File: config.mk
export PLATFORM = sky130hd
export DESIGN_NAME = tdm_demux
export DESIGN_NICKNAME = d
export VERILOG_FILES = /design/src/rtl/tdm_demux.sv
export SDC_FILE = /design/constraint.sdc
export NUM_CORES = 1
export LEC_CHECK = 0
export ABC_AREA = 1
export ABC_CLOCK_PERIOD_IN_PS = 3300
export CORE_MARGIN = 3
export CORE_UTILIZATION = 40
export CTS_CLUSTER_SIZE = 30
export DETAILED_ROUTE_END_ITERATION = 10
export MAX_ROUTING_LAYER = met4
export SLEW_MARGIN = 20
export SYNTH_ARGS = -nofsm -noshare
export SYNTH_HDL_FRONTEND = slang
export SYNTH_SLANG_ARGS = --single-unit
File: constraint.sdc
create_clock -name clk -period 3.3 [get_ports clk]
set_clock_uncertainty 0.05 [all_clocks]
set_input_delay 0.66 -clock clk [delete_from_list [all_inputs] [get_ports clk]]
set_output_delay 0.66 -clock clk [all_outputs]
set_load 0.1 [all_outputs]
File: src/rtl/tdm_demux.sv
// Receive side of the TDM link: demultiplexes a serial slot stream into one parallel frame.
// Optional TDM_PARITY_EN adds a trailing even-parity slot per frame and a par_err pulse.
module tdm_demux #(
  parameter int unsigned N_CH = 4,
  parameter int unsigned DW   = 1
) (
  input  logic              clk,
  input  logic              rst_n,
  input  logic              in_valid,
  input  logic [DW-1:0]     in_data,
  input  logic              in_sof,
  output logic [N_CH*DW-1:0] out_data,
  output logic              out_valid,
  input  logic              out_ready,
  output logic              sync_err,
  input  logic              ovf_clr,
  output logic              overflow
`ifdef TDM_PARITY_EN
  ,
  output logic              par_err
`endif
);

  localparam int unsigned IW = $clog2(N_CH + 1);
`ifdef TDM_PARITY_EN
  localparam int unsigned LAST = N_CH;
`else
  localparam int unsigned LAST = N_CH - 1;
`endif

  typedef enum logic {StHunt, StCollect} state_e;

  state_e              state_q, state_d;
  logic [IW-1:0]       idx_q, idx_d;
  logic [N_CH*DW-1:0]  asm_q, asm_d;
  logic [N_CH*DW-1:0]  out_data_q, out_data_d;
  logic                out_valid_q, out_valid_d;
  logic                sync_err_q, sync_err_d;
  logic                overflow_q, overflow_d;
  logic                par_err_q, par_err_d;
  logic                complete;
  logic                frame_ok;
  logic [DW-1:0]       par_calc;

  always_comb begin
    state_d     = state_q;
    idx_d       = idx_q;
    asm_d       = asm_q;
    sync_err_d  = 1'b0;
    par_err_d   = 1'b0;
    complete    = 1'b0;
    out_data_d  = out_data_q;
    out_valid_d = out_valid_q;
    overflow_d  = overflow_q;
    par_calc    = '0;

    if (in_valid) begin
      unique case (state_q)
        StHunt: begin
          if (in_sof) begin
            asm_d            = '0;
            asm_d[DW-1:0]    = in_data;
            idx_d            = IW'(1);
            state_d          = StCollect;
          end
        end
        StCollect: begin
          if (in_sof && idx_q != '0) begin
            // Resync on the unexpected sof: drop the partial frame, keep this beat as slot 0.
            sync_err_d    = 1'b1;
            asm_d         = '0;
            asm_d[DW-1:0] = in_data;
            idx_d         = IW'(1);
          end else if (!in_sof && idx_q == '0) begin
            sync_err_d = 1'b1;
            state_d    = StHunt;
          end else begin
            for (int k = 0; k < N_CH; k++) begin
              if (idx_q == IW'(k)) asm_d[k*DW +: DW] = in_data;
            end
            if (idx_q == IW'(LAST)) begin
              idx_d    = '0;
              complete = 1'b1;
            end else begin
              idx_d = idx_q + IW'(1);
            end
          end
        end
        default: state_d = StHunt;
      endcase
    end

    for (int k = 0; k < N_CH; k++) par_calc = par_calc ^ asm_q[k*DW +: DW];
`ifdef TDM_PARITY_EN
    frame_ok = (par_calc == in_data);
    if (complete && !frame_ok) par_err_d = 1'b1;
`else
    frame_ok = 1'b1;
`endif

    if (out_valid_q && out_ready) out_valid_d = 1'b0;
    if (ovf_clr) overflow_d = 1'b0;
    if (complete && frame_ok) begin
      if (!out_valid_q || out_ready) begin
        out_data_d  = asm_d;
        out_valid_d = 1'b1;
      end else begin
        overflow_d = 1'b1;
      end
    end
  end

  always_ff @(posedge clk or negedge rst_n) begin
    if (!rst_n) begin
      state_q     <= StHunt;
      idx_q       <= '0;
      asm_q       <= '0;
      out_data_q  <= '0;
      out_valid_q <= 1'b0;
      sync_err_q  <= 1'b0;
      overflow_q  <= 1'b0;
      par_err_q   <= 1'b0;
    end else begin
      state_q     <= state_d;
      idx_q       <= idx_d;
      asm_q       <= asm_d;
      out_data_q  <= out_data_d;
      out_valid_q <= out_valid_d;
      sync_err_q  <= sync_err_d;
      overflow_q  <= overflow_d;
      par_err_q   <= par_err_d;
    end
  end

  assign out_data  = out_data_q;
  assign out_valid = out_valid_q;
  assign sync_err  = sync_err_q;
  assign overflow  = overflow_q;
`ifdef TDM_PARITY_EN
  assign par_err   = par_err_q;
`else
  logic unused_par;
  assign unused_par = ^{par_err_q, par_err_d, par_calc};
`endif

endmodule
==> flow_summary.yaml, run 1 <==
synth:
  synthCells: 101
  synth_cell_types: 15
  async_reset_ff_frac: 1.00
  synth-compound-area-share: 0.0374
  synth_top_area_frac: 0.448
  ys_top_cells_by_count: "36 x nand2_1, 18 x inv_1, 15 x dfrtp_1"
  yosys-top-cells-area: "dfrtp_1 45%, nand2_1 16%, ha_1 10%, inv_1 8.1%, nor2_8 4.8%"
  synth_mux_area_frac: 0
  synthSimpleGateAreaFrac: 0.321
  synth_top_area_cell: "dfrtp_1"
  synth_edf_count: 0
  synth_seq_cells: 15
  yosysWarnings: 0
  synth_seq_area_share: 0.448
  yosysMostFrequentCell: "nand2_1"
  synth_area_um2: 837
  synth-xor-area-share: 0
  syn_nets: 115
  synth_top_family_by_area: "simple AND/OR/NAND/NOR gates"
  synthFlopType: "dfrtp_1"
  syn_area_per_cell_um2: 8.29
  synthAdderAreaFrac: 0.105
worst_setup_path:
  max_stage_delay_ps: 500
  crit_family: "buffers and inverters"
  cp_num_buf_inv: 3
  cp_data_required_time_ps: 3430
  worst-path-max-fanout: 7
  arrival_ps: 2070
  end_kind: "flop"
  cp_slowest_cell: "clkdlybuf4s50_1"
  cp-start-kind: "input port"
  path_cells: "clkdlybuf4s50_1, inv_1, ha_1, nor2_4, nand3_4, nor2_8, inv_4, nand2_1, nand2_1"
  cp_common_cell: "nand2_1"
  crit_type: "input port to flop"
status:
  status: "complete, no violations"
power_and_ir_drop:
  switching_power_uw: 451
  powerDensity_nw_per_um2: 860
  p_seq_frac: 0.319
  intPower_uw: 416
  vdd_drop_max_mv: 0.428
  swShare: 0.520
  p_comb_frac: 0.560
  leakage_uw: 0.000562
  pwr-share-clk: 0.121
  finalPower_uw: 868
detailed_routing:
  avgViaCountPerCell: 4.44
  ant_nets: 0
  drc_errors: 0
  drtIter0Drc: 9
  drt_wl_total_um: 1430
  wire_per_inst_um: 9.97
  num_vias: 635
  first_pass_iters: 4
clocking:
  clkSinkCount: 15
  cts_buffer_depth: 2
  cts_tree: "done"
  cts_setup_buffers: 0
  holdBufCountCts: 0
  clk_pin_slew_ps: 90
  root_buffer: "clkbuf_4"
  clock_latency_ps: 290
  cts_max_level: 1
  cts-resized-gates: 0
  cts_buffers: 3
global_route:
  grt.busiest_layer: "met2"
  grt_pass1_wl_um: 2620
  grt_pass1_vias: 615
  met1_usage: 0.172
  gr-usage-met3: 0.0344
  grt_use_met2: 0.206
  grt_usage: 0.139
  gr-total-overflow: 0
  grt_antenna_before_repair: 0
  grt_max_degree: 16
place:
  port_buffers: 13
  gp_congestion: 0.790
  hpwl_um: 1130
  preCtsSetupSlack_ps: 1050
timing:
  hold_viol: 0
  setup_tns_ps: 0
  worst_pin_slew_ps: 662
  rsz0062_at_grt: "false"
  setup_slack_ps: 1360
  finalCritPeriodShare: 0.588
  fmax_mhz: 515
  slew_violations: 0
  min_period_ps: 1940
  setup_violations: 0
  relSlewSlack: 0.557
floorplan:
  initial_core_util: 0.455
  die_h_um: 51.7
  dieArea_um2: 2680
  dieWidth_um: 51.7
  core_um2: 1840
  fp-row-count: 15
  io_pins: 14
finish:
  fin_nets: 133
  antenna_cells: 0
  synthToLayoutAreaGrowth_pct: 20.5
  drive_gt1_frac: 0.144
flow_run:
  drv_cap: 0
worst_hold_path:
  hold_class: "flop to flop"
worst paths after layout:
check	startpoint	to	slack (ps)	depth (start not counted)
max	in_sof	out_data[1]	1360	9
min	out_data[2]	out_data[2]	440	2
max reg2reg	idx_q[0]	out_data[1]	1500	11
min reg2reg	out_data[2]	out_data[2]	440	2
max in group asynchronous	rst_n	out_data[1]	2050	1
min in group asynchronous	rst_n	idx_q[2]	720	1
worst register-to-register path, delay by kind of cell, from the launching register on:
family                   cells  cell delay, ps
buffers and inverters        3             200
flip-flops                   1             400
AND/OR/NAND/NOR              6             630
adder cells (fa/ha/maj)      2             420
logic make-up (layout without fill, tap and decap cells):
| kind of cell | after synthesis | after routing |
|---|---|---|
| AO/OA/AOI/OAI | 6 | 6 |
| adder cells (fa/ha/maj) | 7 | 7 |
| buffers and inverters | 19 | 36 |
| flip-flops | 15 | 15 |
| AND/OR/NAND/NOR | 54 | 54 |
power groups by stage:
stage,clock (uW),sequential [uW],combinational (uW)
after floorplan,0,456,212
after global placement,0,278,491
after detailed placement,0,281,488
after CTS,112,276,491
after global routing,121,286,541
final,105,276,486
layer usage:
metal | share of wire | wire length (um)
met1 | 0.51 | 723
met2 | 0.42 | 603
met3 | 0.045 | 64
met4 | 0.024 | 34
met5 | 0 | 0
cells in the final DEF, fill, tap and decap left out:
cell / count
nor2_4: 1
nand2_2: 1
nor3_1: 1
nand3_1: 7
nor2_1: 5
nand3_4: 1
o21ai_1: 2
nand2_1: 36
o22ai_1: 1
nor2_8: 2
clkinv_2: 1
clkbuf_4: 3
dfrtp_1: 15
buf_4: 7
o21ai_0: 3
inv_4: 1
clkdlybuf4s50_1: 6
ha_1: 7
inv_1: 18
layout make-up:
type / instances / area [um^2]
multi-input cells: 67 / 388
clock inverters: 1 / 5.00
fillers: 191 / 831
repair buffers: 13 / 113
flip-flops and latches: 15 / 375
well taps: 25 / 31.3
inverters: 19 / 73.8
clock buffers: 3 / 22.5
state kept, by name (all words and copies together) (netlist names):
register and cells:
sync_err 1, state_q 1, asm_q 4, out_data 4, out_valid 1, overflow 1, idx_q 3
per-stage QoR:
step,cells,util,hold WS [ps],cell area (um^2)
floorplan,101,-,314,837
global placement,139,0.533,420,981
detailed placement,139,0.533,425,981
CTS,143,0.548,447,1010
global route,143,0.548,473,1010
finish,143,0.548,442,1010
Power figures use the tool's default switching activity.
==> run 2, diff against run 1 <==
--- a/config.mk
+++ b/config.mk
@@ -6,12 +6,13 @@
 export NUM_CORES = 1
 export LEC_CHECK = 0
 export ABC_AREA = 1
-export ABC_CLOCK_PERIOD_IN_PS = 3300
+export ABC_CLOCK_PERIOD_IN_PS = 1600
 export CORE_MARGIN = 3
 export CORE_UTILIZATION = 40
 export CTS_CLUSTER_SIZE = 30
 export DETAILED_ROUTE_END_ITERATION = 10
 export MAX_ROUTING_LAYER = met4
+export PLACE_DENSITY = 0.65
 export SLEW_MARGIN = 20
 export SYNTH_ARGS = -nofsm -noshare
 export SYNTH_HDL_FRONTEND = slang
==> constraint.sdc (replaced) <==
create_clock -name clk -period 1.6 [get_ports clk]
set_clock_uncertainty 0.05 [all_clocks]
set_input_delay 0.32 -clock clk [delete_from_list [all_inputs] [get_ports clk]]
set_output_delay 0.32 -clock clk [all_outputs]
set_load 0.1 [all_outputs]
==> run 2 against run 1 <==
  * The flow now finishes with violations (negative setup slack)
  * Global-route usage rose by 2.7 points
  * Flip-flop and latch count unchanged
  * Utilization rose by 15 points
  * Wire length rose by 27%
  * Combinational power increased to 3.0 times the previous value
  * Die area stayed put
  * Via count grew 16%
  * Sequential share of layout area is 7.8 points lower
  * Critical path type is now flop to flop
  * Largest power group unchanged
  * Highest routed layer unchanged
==> flow_summary.yaml, run 2 (synthesis gave the netlist of run 1 again) <==
detailed_routing:
  ant_nets: 0
  drt_wl_total_um: 1810
  first_pass_iters: 4
  num_vias: 734
  drtIter0Drc: 7
  drc_errors: 0
  avgViaCountPerCell: 4.62
  wire_per_inst_um: 11.4
worst_setup_path:
  cp_slowest_cell: "dfrtp_1"
  cp_data_required_time_ps: 1740
  arrival_ps: 1750
  cp_num_buf_inv: 3
  max_stage_delay_ps: 370
  path_cells: "inv_2, ha_4, nand2_4, inv_4, ha_4, nor2_4, nand3_4, nor2_8, inv_4, nand2_2, nand2_1"
  crit_family: "simple AND/OR/NAND/NOR gates"
  end_kind: "flop"
  worst-path-max-fanout: 7
  crit_type: "flop to flop"
  cp-start-kind: "flop"
power_and_ir_drop:
  p_seq_frac: 0.261
  powerDensity_nw_per_um2: 1790
  leakage_uw: 0.000660
  swShare: 0.480
  pwr-share-clk: 0.099
  intPower_uw: 1190
  vdd_drop_max_mv: 1.02
  p_comb_frac: 0.640
  switching_power_uw: 1100
  finalPower_uw: 2290
global_route:
  grt_max_degree: 16
  grt_antenna_before_repair: 0
  grt_usage: 0.166
  grt_pass1_wl_um: 3130
  grt_pass1_vias: 737
  gr-total-overflow: 0
flow_run:
  drv_cap: 0
clocking:
  clk_pin_slew_ps: 100
  clock_latency_ps: 290
  root_buffer: "clkbuf_4"
  clkSinkCount: 15
  cts_buffers: 3
  cts_tree: "done"
  cts_max_level: 1
  cts_buffer_depth: 2
status:
  status: "finished with violations"
  violations: "negative setup slack"
place:
  place_area_um2: 1190
  hpwl_um: 1320
  port_buffers: 13
  gp_congestion: 0.798
floorplan:
  initial_core_util: 0.455
  die_h_um: 51.7
  dieArea_um2: 2680
  fp-row-count: 15
  io_pins: 14
  dieWidth_um: 51.7
  core_um2: 1840
timing:
  min_period_ps: 1610
  fmax_mhz: 622
  finalCritPeriodShare: 1.00
  hold_viol: 0
  whs_ps: 283
  slew_violations: 0
  worst_pin_slew_ps: 409
  setup_violations: 3
  rsz0062_at_grt: "true"
  setup_slack_ps: -7.21
  relSlewSlack: 0.726
finish:
  final_common_cell: "nand2_1"
  synthToLayoutAreaGrowth_pct: 53.1
  layout_common_cells: "32 x nand2_1, 16 x buf_4, 15 x inv_1, 14 x dfrtp_1, 7 x buf_12"
  antenna_cells: 0
  drive_gt1_frac: 0.351
  fin_area_um2: 1280
  fin_nets: 149
worst_hold_path:
  hold_class: "input port to async pin"
## run 2: cell types whose count changed in the layout (fill, tap and decap cells not counted), moves of 2 or more
cell     previous run  this run
inv_2               0         2
buf_4               7        16
ha_4                0         2
buf_12              0         7
ha_1                7         4
inv_1              18        15
nand2_1            36        32
nand2_2             1         4
## run 2: per-stage QoR
step	setup TNS, ps	cells	util	setup slack [ps]
after CTS	-19.5	157	0.681	-5.96
after floorplan	-25.1	101	-	-7.98
after global placement	-1700	151	0.647	-251
after global routing	-542	159	0.697	-126
after detailed placement	-2380	151	0.647	-306
final	-15.3	159	0.697	-7.21
## run 2: per-layer routing
layer	up-vias	global-route usage	wire, um
li1	373	-	-
met1	342	0.201	812
met2	14	0.271	906
met3	5	0.0258	56
met4	0	0.0786	31
met5	-	-	0
## run 2: power groups by stage
stage	logic [uW]	clock network (uW)	registers, uW
3_5_place_dp	1330	0	604
2_1_floorplan	489	0	945
4_1_cts	1400	228	600
6_report	1470	226	599
5_1_grt	1590	245	619
3_3_place_gp	1320	0	601
## run 2: area by class of cell
cell class	instances	area [um^2]
Multi-Input combinational cell	67	449
Clock buffer	3	22.5
Fill cell	157	558
Sequential cell	15	377
Timing Repair Buffer	29	320
Clock inverter	1	5.00
Inverter	19	76.3
Tap cell	25	31.3
## run 2: worst paths after layout
check,cells after the start,from,slack (ps),to
worst max-delay path,11,idx_q[1],-7,out_data[0]
worst min-delay path,2,rst_n,280,idx_q[2]
worst max register to register,11,idx_q[1],-7,out_data[0]
worst min register to register,2,asm_q[0],480,asm_q[0]
max in group asynchronous,2,rst_n,1030,out_valid
min in group clk,2,asm_q[0],480,asm_q[0]
## run 2: repair_timing
action / 4_1_cts / 5_1_grt
resized for setup: 6 / 3
hold buffers: 0 / 0
setup buffers: 2 / 2
pin swaps: 6 / 0
setup endpoints to repair: 5 / 8
==> run 3, diff against run 2 <==
--- a/config.mk
+++ b/config.mk
@@ -8,11 +8,10 @@
 export ABC_AREA = 1
 export ABC_CLOCK_PERIOD_IN_PS = 1600
 export CORE_MARGIN = 3
-export CORE_UTILIZATION = 40
+export CORE_UTILIZATION = 31
 export CTS_CLUSTER_SIZE = 30
 export DETAILED_ROUTE_END_ITERATION = 10
 export MAX_ROUTING_LAYER = met4
-export PLACE_DENSITY = 0.65
 export SLEW_MARGIN = 20
 export SYNTH_ARGS = -nofsm -noshare
 export SYNTH_HDL_FRONTEND = slang
==> run 3 against run 2 <==
  * The flow now finishes without violations
  * Count of clock-buffer cells in the layout is the same
  * Hold slack got worse by 49 ps
  * Fmax up 2.3%
  * Setup slack gained 36 ps
  * Cell count grew 1.3%
  * Via count down 5.4%
  * Utilization down 20 points
  * Sequential power hardly changed
  * Critical path depth unchanged
  * Wire length is 12% lower
  * Critical path type unchanged
==> flow_summary.yaml, run 3 (synthesis gave the netlist of run 1 again) <==
status:
  status: "complete, no violations"
global_route:
  grt.busiest_layer: "met2"
  grt_usage: 0.112
  grt_pass1_wl_um: 2790
  grt_pass1_vias: 697
  met1_usage: 0.132
  gr-total-overflow: 0
  grt_use_met2: 0.179
  gr-usage-met3: 0.0490
  grt_antenna_before_repair: 0
  grt_max_degree: 10
worst_setup_path:
  crit_type: "flop to flop"
  cp_num_buf_inv: 3
  cp_data_required_time_ps: 1740
  path_cells: "inv_2, ha_4, nand2_4, inv_4, ha_4, nor2_4, nand3_4, nor2_8, inv_4, nand2_1, nand2_1"
  end_kind: "flop"
  cp_slowest_cell: "dfrtp_1"
  crit_family: "simple AND/OR/NAND/NOR gates"
  arrival_ps: 1710
  max_stage_delay_ps: 370
  worst-path-max-fanout: 7
  cp-start-kind: "flop"
finish:
  antenna_cells: 0
  ff_latch_area_um2: 377
  final_common_cell: "nand2_1"
  layout_common_cells: "33 x nand2_1, 15 x inv_1, 14 x dfrtp_1, 13 x buf_4"
  drive_gt1_frac: 0.321
  instances_no_fill: 161
  fin_area_um2: 1250
  fin_nets: 146
  fill_cells: 242
  multi_input_area_um2: 433
  synthToLayoutAreaGrowth_pct: 49.2
detailed_routing:
  avgViaCountPerCell: 4.31
  drt_wl_total_um: 1590
  ant_nets: 0
  wire_per_inst_um: 9.85
  num_vias: 694
  drtIter0Drc: 9
  first_pass_iters: 4
  drc_errors: 0
timing:
  setup_violations: 0
  rsz0062_at_grt: "true"
  hold_viol: 0
  finalCritPeriodShare: 0.982
  slew_violations: 0
  fmax_mhz: 637
  min_period_ps: 1570
  relSlewSlack: 0.726
  setup_tns_ps: 0
  setup_slack_ps: 28.9
  worst_pin_slew_ps: 410
power_and_ir_drop:
  powerDensity_nw_per_um2: 1750
  vdd_drop_max_mv: 1.36
  leakage_uw: 0.000642
floorplan:
  die_h_um: 58.0
  initial_core_util: 0.332
  dieWidth_um: 58.0
  io_pins: 14
  core_um2: 2520
  dieArea_um2: 3360
  fp-row-count: 18
clocking:
  cts_max_level: 1
  root_buffer: "clkbuf_4"
  clkSinkCount: 15
  clock_latency_ps: 290
  holdBufCountCts: 0
  cts_buffers: 3
  cts_tree: "done"
  clk_pin_slew_ps: 90
  cts_buffer_depth: 2
flow_run:
  drv_cap: 0
place:
  hpwl_um: 1300
  place_area_um2: 1190
  gp_congestion: 0.778
  preCtsSetupSlack_ps: -226
  port_buffers: 13
  dp.cells: 155
worst_hold_path:
  hold_class: "input port to async pin"
==> run 3: power by group <==
part / internal (uW) / total, uW / switching [uW]
Clock: 92.9 / 223 / 130
Sequential: 500 / 602 / 102
Combinational: 548 / 1360 / 812
==> run 3: area by class of cell <==
cell class                      count  area share
Multi-Input combinational cell     67       0.347
Sequential cell                    15       0.302
Timing Repair Buffer               26       0.238
Inverter                           19      0.0611
Tap cell                           30      0.0301
Clock buffer                        3      0.0180
Clock inverter                      1     0.00401
==> run 3: worst register-to-register path, delay by kind of cell, from the launching register on <==
family | cells | cell delay [ps]
flops | 1 | 370
simple gates | 6 | 580
buf+inv | 3 | 160
fa+ha+maj | 2 | 320
==> run 3: metrics by stage <==
stage	total power [uW]	util	hold slack (ps)
global route	2350	0.495	236
global placement	1900	0.471	456
CTS	2170	0.487	234
finish	2180	0.495	234
detailed placement	1920	0.471	450
floorplan	1430	-	-25.6
==> run 3: per-layer routing <==
metal | vias to the layer above | routed length, um | part of all wire
li1 | 365 | - | -
met1 | 313 | 731 | 0.46
met2 | 16 | 757 | 0.48
met3 | 0 | 97 | 0.061
met4 | 0 | 0 | 0
met5 | - | 0 | 0
==> run 3: final timing paths <==
check / start / end / slack, ps / cells after the start
min in group clk: asm_q[0] / asm_q[0] / 480 / 2
hold reg to reg: asm_q[0] / asm_q[0] / 480 / 2
max in group asynchronous: rst_n / sync_err / 830 / 2
hold / removal: rst_n / asm_q[2] / 230 / 1
setup / recovery: idx_q[1] / out_data[0] / 30 / 11
setup reg to reg: idx_q[1] / out_data[0] / 30 / 11
==> run 3: timing repair <==
action	CTS	global route
resized for setup	1	5
setup buffers	1	1
endpoints found under the setup margin	4	8
hold endpoints to repair	0	0
pin swaps	3	1
